<file path="config.mk">
export PLATFORM = sky130hd
export DESIGN_NAME = hbm_read_arbiter
export DESIGN_NICKNAME = d
export VERILOG_FILES = /design/src/rtl/hbm_pkg.sv /design/src/rtl/rr_arbiter.sv /design/src/rtl/hbm_read_arbiter.sv
export SDC_FILE = /design/constraint.sdc
export NUM_CORES = 1
export LEC_CHECK = 0
export CELL_PAD_IN_SITES_DETAIL_PLACEMENT = 2
export CELL_PAD_IN_SITES_GLOBAL_PLACEMENT = 2
export CORE_AREA = 2 2 593 595
export CTS_CLUSTER_SIZE = 14
export DETAILED_ROUTE_END_ITERATION = 10
export DIE_AREA = 0 0 595 597
export HOLD_SLACK_MARGIN = 0.15
export PLACE_DENSITY_LB_ADDON = 0.1
export SETUP_SLACK_MARGIN = 0.02
export SYNTH_ARGS = -nofsm -noshare
export SYNTH_HDL_FRONTEND = slang
export SYNTH_SLANG_ARGS = --single-unit
</file>
<file path="constraint.sdc">
create_clock -name clk -period 7.7 [get_ports clk]
set_input_delay 1.925 -clock clk [delete_from_list [all_inputs] [get_ports clk]]
set_output_delay 1.925 -clock clk [all_outputs]
set_load 0.02 [all_outputs]
</file>
<file path="src/rtl/hbm_pkg.sv">
// hbm_pkg: shared types and constants for the HBM read arbiter.
//   ar_req_t     - one registered AR request (id is zero-extended to HBM_ID_W)
//   slot_state_e - occupancy of the single AR output register
package hbm_pkg;
  localparam int HBM_ID_W = 8;
  localparam int AR_ADDR_W = 64;
  localparam logic [1:0] AXI_BURST_INCR = 2'b01;
  typedef struct packed {
    logic [HBM_ID_W-1:0] id;
    logic [AR_ADDR_W-1:0] addr;
    logic [7:0] len;
    logic [2:0] size;
    logic [1:0] burst;
  } ar_req_t;
  typedef enum logic {SLOT_EMPTY, SLOT_FULL} slot_state_e;
endpackage

</file>
<file path="src/rtl/rr_arbiter.sv">
// rr_arbiter: combinational round-robin grant with a registered priority pointer.
//   clk, rst        - clock, asynchronous active-high reset (pointer -> 0)
//   req_i           - request vector
//   advance_i       - a grant was taken this cycle; pointer moves past grant_idx_i
//   grant_idx_i     - index of the grant that was taken
//   grant_onehot_o  - one-hot grant (zero when no request)
//   grant_idx_o     - binary index of the grant
//   any_grant_o     - at least one request present
module rr_arbiter #(
  parameter int N = 4,
  localparam int W = $clog2(N)
) (
  input  logic         clk,
  input  logic         rst,
  input  logic [N-1:0] req_i,
  input  logic         advance_i,
  input  logic [W-1:0] grant_idx_i,
  output logic [N-1:0] grant_onehot_o,
  output logic [W-1:0] grant_idx_o,
  output logic         any_grant_o
);
  logic [W-1:0] ptr_q, ptr_d;
  function automatic logic [W-1:0] wrap(input int v);
    return W'(v >= N ? v - N : v);
  endfunction
  // Scan from the farthest offset down so the nearest request to the pointer wins.
  always_comb begin
    grant_idx_o = '0;
    any_grant_o = 1'b0;
    for (int k = N - 1; k >= 0; k--) begin
      if (req_i[wrap(int'(ptr_q) + k)]) begin
        grant_idx_o = wrap(int'(ptr_q) + k);
        any_grant_o = 1'b1;
      end
    end
    grant_onehot_o = any_grant_o ? N'(1) << grant_idx_o : '0;
    ptr_d = advance_i ? (grant_idx_i == W'(N - 1) ? '0 : grant_idx_i + 1'b1) : ptr_q;
  end
  always_ff @(posedge clk or posedge rst)
    if (rst) ptr_q <= '0;
    else ptr_q <= ptr_d;
endmodule

</file>
<file path="src/rtl/hbm_read_arbiter.sv">
// hbm_read_arbiter: N-master to 1-channel AXI4 read arbiter in front of one HBM channel.
//   clk, rst                       - clock, asynchronous active-high reset
//   m_ar*_i / m_arready_o          - flattened per-master AR channels, master 0 in the LSBs
//   m_r*_o / m_rvalid_o / m_rready_i - broadcast R payload, per-master valid/ready
//   hbm_ar*_o / hbm_arready_i      - registered AR towards HBM, id = {master idx, master id}
//   hbm_r*_i / hbm_rready_o        - R from HBM, routed by the master idx in hbm_rid_i
//   outstanding_o                  - per-master in-flight burst counts, 8 bits each
//   err_unmapped_o                 - sticky: an R beat carried a master idx >= NUM_MASTERS
module hbm_read_arbiter
  import hbm_pkg::*;
#(
  parameter int NUM_MASTERS = 4,
  parameter int ADDR_W = 64,
  parameter int DATA_W = 512,
  parameter int MID_W = 4,
  parameter int MAX_OUTSTANDING = 8,
  localparam int IDX_W = $clog2(NUM_MASTERS)
) (
  input  logic                          clk,
  input  logic                          rst,
  input  logic [NUM_MASTERS*MID_W-1:0]  m_arid_i,
  input  logic [NUM_MASTERS*ADDR_W-1:0] m_araddr_i,
  input  logic [NUM_MASTERS*8-1:0]      m_arlen_i,
  input  logic [NUM_MASTERS*3-1:0]      m_arsize_i,
  input  logic [NUM_MASTERS*2-1:0]      m_arburst_i,
  input  logic [NUM_MASTERS-1:0]        m_arvalid_i,
  output logic [NUM_MASTERS-1:0]        m_arready_o,
  output logic [MID_W-1:0]              m_rid_o,
  output logic [DATA_W-1:0]             m_rdata_o,
  output logic [1:0]                    m_rresp_o,
  output logic                          m_rlast_o,
  output logic [NUM_MASTERS-1:0]        m_rvalid_o,
  input  logic [NUM_MASTERS-1:0]        m_rready_i,
  output logic [IDX_W+MID_W-1:0]        hbm_arid_o,
  output logic [ADDR_W-1:0]             hbm_araddr_o,
  output logic [7:0]                    hbm_arlen_o,
  output logic [2:0]                    hbm_arsize_o,
  output logic [1:0]                    hbm_arburst_o,
  output logic                          hbm_arvalid_o,
  input  logic                          hbm_arready_i,
  input  logic [IDX_W+MID_W-1:0]        hbm_rid_i,
  input  logic [DATA_W-1:0]             hbm_rdata_i,
  input  logic [1:0]                    hbm_rresp_i,
  input  logic                          hbm_rlast_i,
  input  logic                          hbm_rvalid_i,
  output logic                          hbm_rready_o,
  output logic [NUM_MASTERS*8-1:0]      outstanding_o,
  output logic                          err_unmapped_o
);
  slot_state_e state_q, state_d;
  ar_req_t slot_q, slot_d;
  logic [NUM_MASTERS-1:0] elig, gnt_oh;
  logic [IDX_W-1:0] gnt_idx, r_idx;
  logic any_gnt, load_en, accept, mapped, r_done, err_q, err_d;
  logic [7:0] cnt_q [NUM_MASTERS];
  logic [7:0] cnt_d [NUM_MASTERS];
  rr_arbiter #(.N(NUM_MASTERS)) u_rr (
    .clk(clk),
    .rst(rst),
    .req_i(elig),
    .advance_i(accept),
    .grant_idx_i(gnt_idx),
    .grant_onehot_o(gnt_oh),
    .grant_idx_o(gnt_idx),
    .any_grant_o(any_gnt)
  );
  // The slot reloads whenever it is empty or its content leaves this cycle.
  // Gating with rst keeps every ready low while reset is held.
  assign load_en = (state_q == SLOT_EMPTY) | (hbm_arvalid_o & hbm_arready_i);
  assign accept = load_en & any_gnt & ~rst;
  assign m_arready_o = accept ? gnt_oh : '0;
  always_comb begin
    state_d = load_en ? (accept ? SLOT_FULL : SLOT_EMPTY) : state_q;
    slot_d = slot_q;
    if (accept) begin
      slot_d.id = HBM_ID_W'({gnt_idx, m_arid_i[gnt_idx*MID_W +: MID_W]});
      slot_d.addr = AR_ADDR_W'(m_araddr_i[gnt_idx*ADDR_W +: ADDR_W]);
      slot_d.len = m_arlen_i[gnt_idx*8 +: 8];
      slot_d.size = m_arsize_i[gnt_idx*3 +: 3];
      slot_d.burst = m_arburst_i[gnt_idx*2 +: 2];
    end
  end
  always_ff @(posedge clk or posedge rst)
    if (rst) begin
      state_q <= SLOT_EMPTY;
      slot_q <= '0;
    end else begin
      state_q <= state_d;
      slot_q <= slot_d;
    end
  assign hbm_arvalid_o = state_q == SLOT_FULL;
  assign hbm_arid_o = slot_q.id[IDX_W+MID_W-1:0];
  assign hbm_araddr_o = slot_q.addr[ADDR_W-1:0];
  assign hbm_arlen_o = slot_q.len;
  assign hbm_arsize_o = slot_q.size;
  assign hbm_arburst_o = slot_q.burst;
  // R demux: beats for a non-existent master are drained so HBM never stalls.
  assign r_idx = hbm_rid_i[IDX_W+MID_W-1:MID_W];
  assign mapped = int'(r_idx) < NUM_MASTERS;
  always_comb begin
    hbm_rready_o = ~mapped;
    m_rvalid_o = '0;
    for (int i = 0; i < NUM_MASTERS; i++) begin
      if (r_idx == IDX_W'(i)) begin
        hbm_rready_o = m_rready_i[i];
        m_rvalid_o[i] = hbm_rvalid_i & ~rst;
      end
    end
  end
  assign r_done = hbm_rvalid_i & hbm_rready_o & hbm_rlast_i & mapped;
  assign m_rid_o = hbm_rid_i[MID_W-1:0];
  assign m_rdata_o = hbm_rdata_i;
  assign m_rresp_o = hbm_rresp_i;
  assign m_rlast_o = hbm_rlast_i;
  // Eligibility stops increments at the limit, so counters cannot wrap upward.
  for (genvar i = 0; i < NUM_MASTERS; i++) begin : g_cnt
    logic inc, dec;
    assign elig[i] = m_arvalid_i[i] & (cnt_q[i] < 8'(MAX_OUTSTANDING));
    assign inc = m_arready_o[i];
    assign dec = r_done & (r_idx == IDX_W'(i));
    assign cnt_d[i] = inc == dec ? cnt_q[i] : inc ? cnt_q[i] + 8'd1 : cnt_q[i] - 8'd1;
    assign outstanding_o[i*8 +: 8] = cnt_q[i];
  end
  always_ff @(posedge clk or posedge rst)
    if (rst) cnt_q <= '{default: '0};
    else cnt_q <= cnt_d;
  assign err_d = err_q | (hbm_rvalid_i & ~mapped);
  always_ff @(posedge clk or posedge rst)
    if (rst) err_q <= 1'b0;
    else err_q <= err_d;
  assign err_unmapped_o = err_q;
endmodule
</file>
# [Word level (Yosys, flattened, before mapping)]
# Cells that the tools add are included.
[op_classes] add_sub_neg=16 n_mul=1 n_div=0 magnitude_cmp=12 n_eq_ne=8 shifts=6 n_mux=36 bitwise_logic=17 reduce_logical=1
[ops] op="indexed part select 256 x 9 -> 64 bit" count=1
[ops] op="adder 8 x 1 -> 8 bit (second input constant)" count=4
[ops] op="less-than comparator 8 x 4 -> 1 bit (second input constant)" count=4
[ops] op="2-to-1 mux 8 bit" count=4
[ops] op="indexed part select 32 x 6 -> 8 bit" count=1
[ops] op="subtractor 8 x 1 -> 8 bit (second input constant)" count=4
[ops] op="2-to-1 mux 2 bit" count=9
[ops] op="2-to-1 mux 1 bit" count=17
[ops] op="indexed part select 16 x 5 -> 4 bit" count=1
[ops] op="AND 1 bit" count=14
[ops] op="less-than comparator 2 x 3 -> 1 bit (second input constant)" count=4
[ops] op="indexed part select 12 x 5 -> 3 bit" count=1
[ops] op="greater-or-equal comparator 3 bit (second input constant)" count=3
[ops] op="binary-select mux 1 bit (select 2 bit)" count=4
[ops] op="2-to-1 mux 4 bit" count=2
[ops] op="indexed part select 8 x 4 -> 2 bit" count=1
[ops] op="subtractor 2 x 1 -> 2 bit (second input constant)" count=4
[ops] op="adder 2 x 2 -> 3 bit (second input constant)" count=2
[ops] op="equality test 2 bit (second input constant)" count=3
[ops] op="equality test 1 bit" count=4
[ops] op="multiplier 2 x 2 -> 4 bit (second input constant)" count=1
[ops] op="<< shifter 1 x 2 -> 4 bit (first input constant)" count=1
[ops] op="adder 2 x 1 -> 3 bit (second input constant)" count=1
[ops] op="greater-or-equal comparator 2 x 3 -> 1 bit (second input constant)" count=1
[ops] op="other kinds (5)" count=6
[totals] register_bits=118 latchBits=0 mem_bits_rw=0 rom_bits=0 inputBits=857 elab_cells=108 mem_count=0

# [Depth between registers and ports, before layout]
[logic_depth] ltp_word=13 depth_mapped=16

# [Cells and area by module]
# A second synthesis with hierarchy kept.
[unflattened] hier_cells=1091 hier_area_um2=11798.8
[by_module_without_submodules] mod="hbm_read_arbiter" n_inst=1 cells_each=1048 area_each_um2=11484.8
[by_module_without_submodules] mod="rr_arbiter" n_inst=1 cells_each=43 area_each_um2=314.1

# [Worst setup path after synthesis]
# No wires, ideal clock.
[synth_timing] kind="input to output" from="input port rst" to="output port m_rvalid_o[2]" t_arrival_ps=5440 required_ps=5775 setup_slack_ps=335 path_stages=3 path_cell_list="inv_1 -> nand2_1 -> nor3b_1"
[synth_between] elab_chain_len=3
[synth_lines] element="start, declared" line="hbm_read_arbiter.sv:20" text="input logic rst,"
[synth_lines] element="inverter 1 bit" line="hbm_read_arbiter.sv:106" text="m_rvalid_o[i] = hbm_rvalid_i & ~rst;"
[synth_lines] element="AND 1 bit" line="hbm_read_arbiter.sv:106"
[synth_lines] element="2-to-1 mux 1 bit" line="hbm_read_arbiter.sv:104" text="if (r_idx == IDX_W'(i)) begin"
[synth_lines] element="end, declared" line="hbm_read_arbiter.sv:32" text="output logic [NUM_MASTERS-1:0] m_rvalid_o,"
# Every way passes these cells.

# [Final worst setup path]
[layout_timing] from="input port m_arvalid_i[0]" to="output port m_arready_o[3]"
[layout_between] elab_chain_len=10 word_cells_on_any_way=22 classes_between="shift (1); mux (18); bitwise (3)"
[layout_lines] element="start, declared" line="hbm_read_arbiter.sv:26" text="input logic [NUM_MASTERS-1:0] m_arvalid_i,"
[layout_lines] element="AND 1 bit *" line="hbm_read_arbiter.sv:118" text="assign elig[i] = m_arvalid_i[i] & (cnt_q[i] < 8'(MAX_OUTSTANDING));"
[layout_lines] element="binary-select mux 1 bit (select 2 bit)" line="rr_arbiter.sv:31" text="if (req_i[wrap(int'(ptr_q) + k)]) begin"
[layout_lines] element="2-to-1 mux 1 bit (not written as such)" line="rr_arbiter.sv:31"
[layout_lines] element="2-to-1 mux 2 bit / 2-to-1 mux 1 bit (equally long branches) (4 in a row)" line="rr_arbiter.sv:31"
[layout_lines] element="<< shifter 1 x 2 -> 4 bit / AND 1 bit (equally long branches)" line="rr_arbiter.sv:36, hbm_read_arbiter.sv:70"
[layout_lines] element="2-to-1 mux 4 bit / AND 1 bit (equally long branches)" line="rr_arbiter.sv:36, hbm_read_arbiter.sv:70"
[layout_lines] element="2-to-1 mux 4 bit *" line="hbm_read_arbiter.sv:71" text="assign m_arready_o = accept ? gnt_oh : '0;"
[layout_lines] element="end, declared" line="hbm_read_arbiter.sv:27" text="output logic [NUM_MASTERS-1:0] m_arready_o,"
# Every way passes the cells marked *; elsewhere a longest branch is shown, timed or not. The select of a mux whose other input is x is not followed.

==> impl_metrics.json <==
{
  "status": "completed",
  "synth_top_area_share_pct": 32.57,
  "vias_per_cell": 1.724,
  "worstPathMaxFanout": 8,
  "antenna_found_initial": 30,
  "crit_path_max_incr_delay_ns": 0.62,
  "clock_skew_ns": 0.03283,
  "hpwl_um": 75060,
  "numCtsBuffers": 21,
  "area_growth_pct": 58.36,
  "cts_tree": "yes",
  "hold_viol": 0,
  "coreArea_sq_um": 348600,
  "vias": 10260,
  "max_cap_viol_count": 0,
  "die_h_um": 597,
  "synth_area_per_cell_sq_um": 8.414,
  "critPathArrivalTime_ns": 4.29,
  "dieArea_sq_um": 355200,
  "initial_core_util_pct": 3.458,
  "die_w_um": 595,
  "num_io_pins": 1502,
  "max_slew_margin_pct": 11.92,
  "dr.pass1.iters": 4,
  "drt-wirelength-per-cell_um": 16.23,
  "slew_viol_final": 0,
  "cts.clk_slew.worst_paths_ns": 0.06,
  "final_cell_mix": "clkdlybuf4s50_1, nand2_1, dfrtp_1, a21o_1, and3_1",
  "synthTopCellsByArea": "buf_4, dfrtp_1, a311oi_1",
  "vdd_drop_max_mv": 0.1310,
  "synth_ff_type": "dfrtp_1",
  "setup_viol": 0,
  "dp_cells": 5911,
  "drc": 0,
  "synth_edf_count": 0,
  "post_cts_buffers": 0,
  "ys_seq_area_share_pct": 24.49,
  "rsz0062_at_grt": "false",
  "worst_path_max_delay_cell": "clkdlybuf4s50_1",
  "ys_warn_count": 0,
  "startpoint_type": "primary input",
  "wirelength_um": 96580,
  "p_leak_nw": 6.105,
  "grt_usage_pct": 5.258,
  "power.density_nw_per_um2": 295.6,
  "final.period_utilization_pct": 80.73,
  "insertion_delay_ns": 0.59,
  "final_nets": 2220,
  "syn_area_sq_um": 12060,
  "fin_cells": 5949,
  "row_count": 217,
  "grt_start_max_net_pins": 98,
  "drive_gt1_share_pct": 6.701,
  "crit_required_ns": 5.78,
  "hp-class": "flop to flop",
  "fmax_mhz": 160.9,
  "clk_path_buf_depth": 3,
  "cp-end-kind": "primary output",
  "grt_pass1_vias": 11810,
  "ys_async_sr_fraction_pct": 100.0,
  "numPortBuffers": 464,
  "clockRootBuffer": "clkbuf_16",
  "gp_congestion": 0.6422,
  "setup_tns_ns": 0,
  "min_period_ns": 6.216,
  "syn_inst": 1433,
  "cts_resized": 0,
  "htreeDepth": 4,
  "crit_chain": "clkdlybuf4s50_1, and4b_1, nor3_1, o22a_4, nand3_1, buf_4, inv_1, clkdlybuf4s50_1",
  "layout_commonest_cell": "clkdlybuf4s50_1",
  "synth-seq-cells": 118,
  "worstSetupPathType": "primary input to primary output",
  "crit_top_cell": "clkdlybuf4s50_1",
  "drtAntennaViolNets": 0,
  "gr-total-overflow": 0,
  "drt_iter0_markers": 259,
  "synthDistinctLibCells": 53,
  "syn-num-nets": 2318,
  "grt_pass1_wl_um": 123700,
  "synth_area_leader_cell": "buf_4",
  "cts_hold_buffers": 0,
  "tightest_slew_ns": 1.312,
  "cts.sinks": 118
}
==> registers in the layout, indices dropped and copies added (netlist names) <==
| signal | count |
|---|---|
| hbm_arid_o | 6 |
| hbm_arburst_o | 2 |
| hbm_arlen_o | 8 |
| outstanding_o | 32 |
| u_rr.ptr_q | 2 |
| hbm_arvalid_o | 1 |
| hbm_arsize_o | 3 |
| hbm_araddr_o | 64 |
==> cell families after synthesis <==
kind of cell	share of synthesized area, %
compound gates	18.53
fa+ha+maj	3.155
other cells	0.03110
simple gates	12.99
mux	2.698
flops	24.49
xor+xnor	2.107
buf+inv	35.99
==> power by group <==
part / internal (mW) / switching (mW) / total [mW]
sequential: 0.921 / 0.297 / 1.22
combinational: 1.41 / 1.97 / 3.38
clock: 0.561 / 0.482 / 1.04
total: 2.90 / 2.75 / 5.64
==> stage by stage <==
stage / area, sq um / hold slack (ns) / power, mW / util (%) / worst slack [ns]
after floorplan: 12060 / 0.5391 / 3.293 / - / 0.3345
after CTS: 19080 / 0.4828 / 6.047 / 5.472 / 1.396
after detailed placement: 18450 / 0.4650 / 4.839 / 5.293 / 1.225
final: 19090 / 0.4745 / 5.645 / 5.477 / 1.484
after global routing: 19080 / 0.4963 / 6.242 / 5.473 / 1.289
after global placement: 18450 / 0.4658 / 4.849 / 5.293 / 1.199
==> cell type report <==
cell class                 count  area (sq um)
clock buffer                  28         581.8
clock inverter                 3         42.54
antenna                        7         17.52
sequential                   118          2953
multi-input combinational    693          4806
fill                       41400        329500
timing repair buffer         488          4885
inverter                      13         53.80
tap                         4599          5754
==> metal layers <==
metal  track usage, %  routed length [um]  vias up
met2            8.979               47160      747
met1            5.329               34240     4947
met5           0.4733                 298        -
met3            2.514               10270      289
li1                 -                   -     4257
met4            2.583                4613       16
==> worst paths after layout <==
| kind | from | to | slack, ns | cells past startpoint |
|---|---|---|---|---|
| max in group asynchronous | rst | hbm_araddr_o[23]$_DFFE_PP0P_ | 4.80 | 3 |
| hold / removal | hbm_araddr_o[7]$_DFFE_PP0P_ | hbm_araddr_o[7]$_DFFE_PP0P_ | 0.47 | 1 |
| hold reg to reg | hbm_araddr_o[7]$_DFFE_PP0P_ | hbm_araddr_o[7]$_DFFE_PP0P_ | 0.47 | 1 |
| setup / recovery | m_arvalid_i[0] | m_arready_o[3] | 1.48 | 8 |
| setup reg to reg | outstanding_o[19]$_DFFE_PP0P_ | hbm_arlen_o[5]$_DFFE_PP0P_ | 3.08 | 9 |
| min in group asynchronous | rst | hbm_arid_o[5]$_DFFE_PP0P_ | 1.80 | 2 |
==> critical path, delay by kind of cell <==
kind            cells  cell delay, ns
simple gates        3            0.72
buf+inv             4            1.34
compound gates      1            0.28
==> cells in the mapped netlist, types with 4 or more instances <==
master,instances
nor2b_1,5
buf_1,6
nand3_1,5
a311oi_1,81
a21o_1,85
fa_1,4
buf_4,523
xnor2_1,24
mux2_2,16
o21ai_0,9
mux2i_1,4
o41ai_1,4
nand3b_1,6
nor2_1,18
mux2_4,4
a211oi_1,81
o21bai_1,5
nand2_1,168
a21oi_1,19
buf_2,27
inv_1,13
dfrtp_1,118
ha_1,24
xor2_1,5
and3_1,82
nor3_1,8
clkbuf_1,52
No activity file was read; power rests on OpenSTA's default activity.
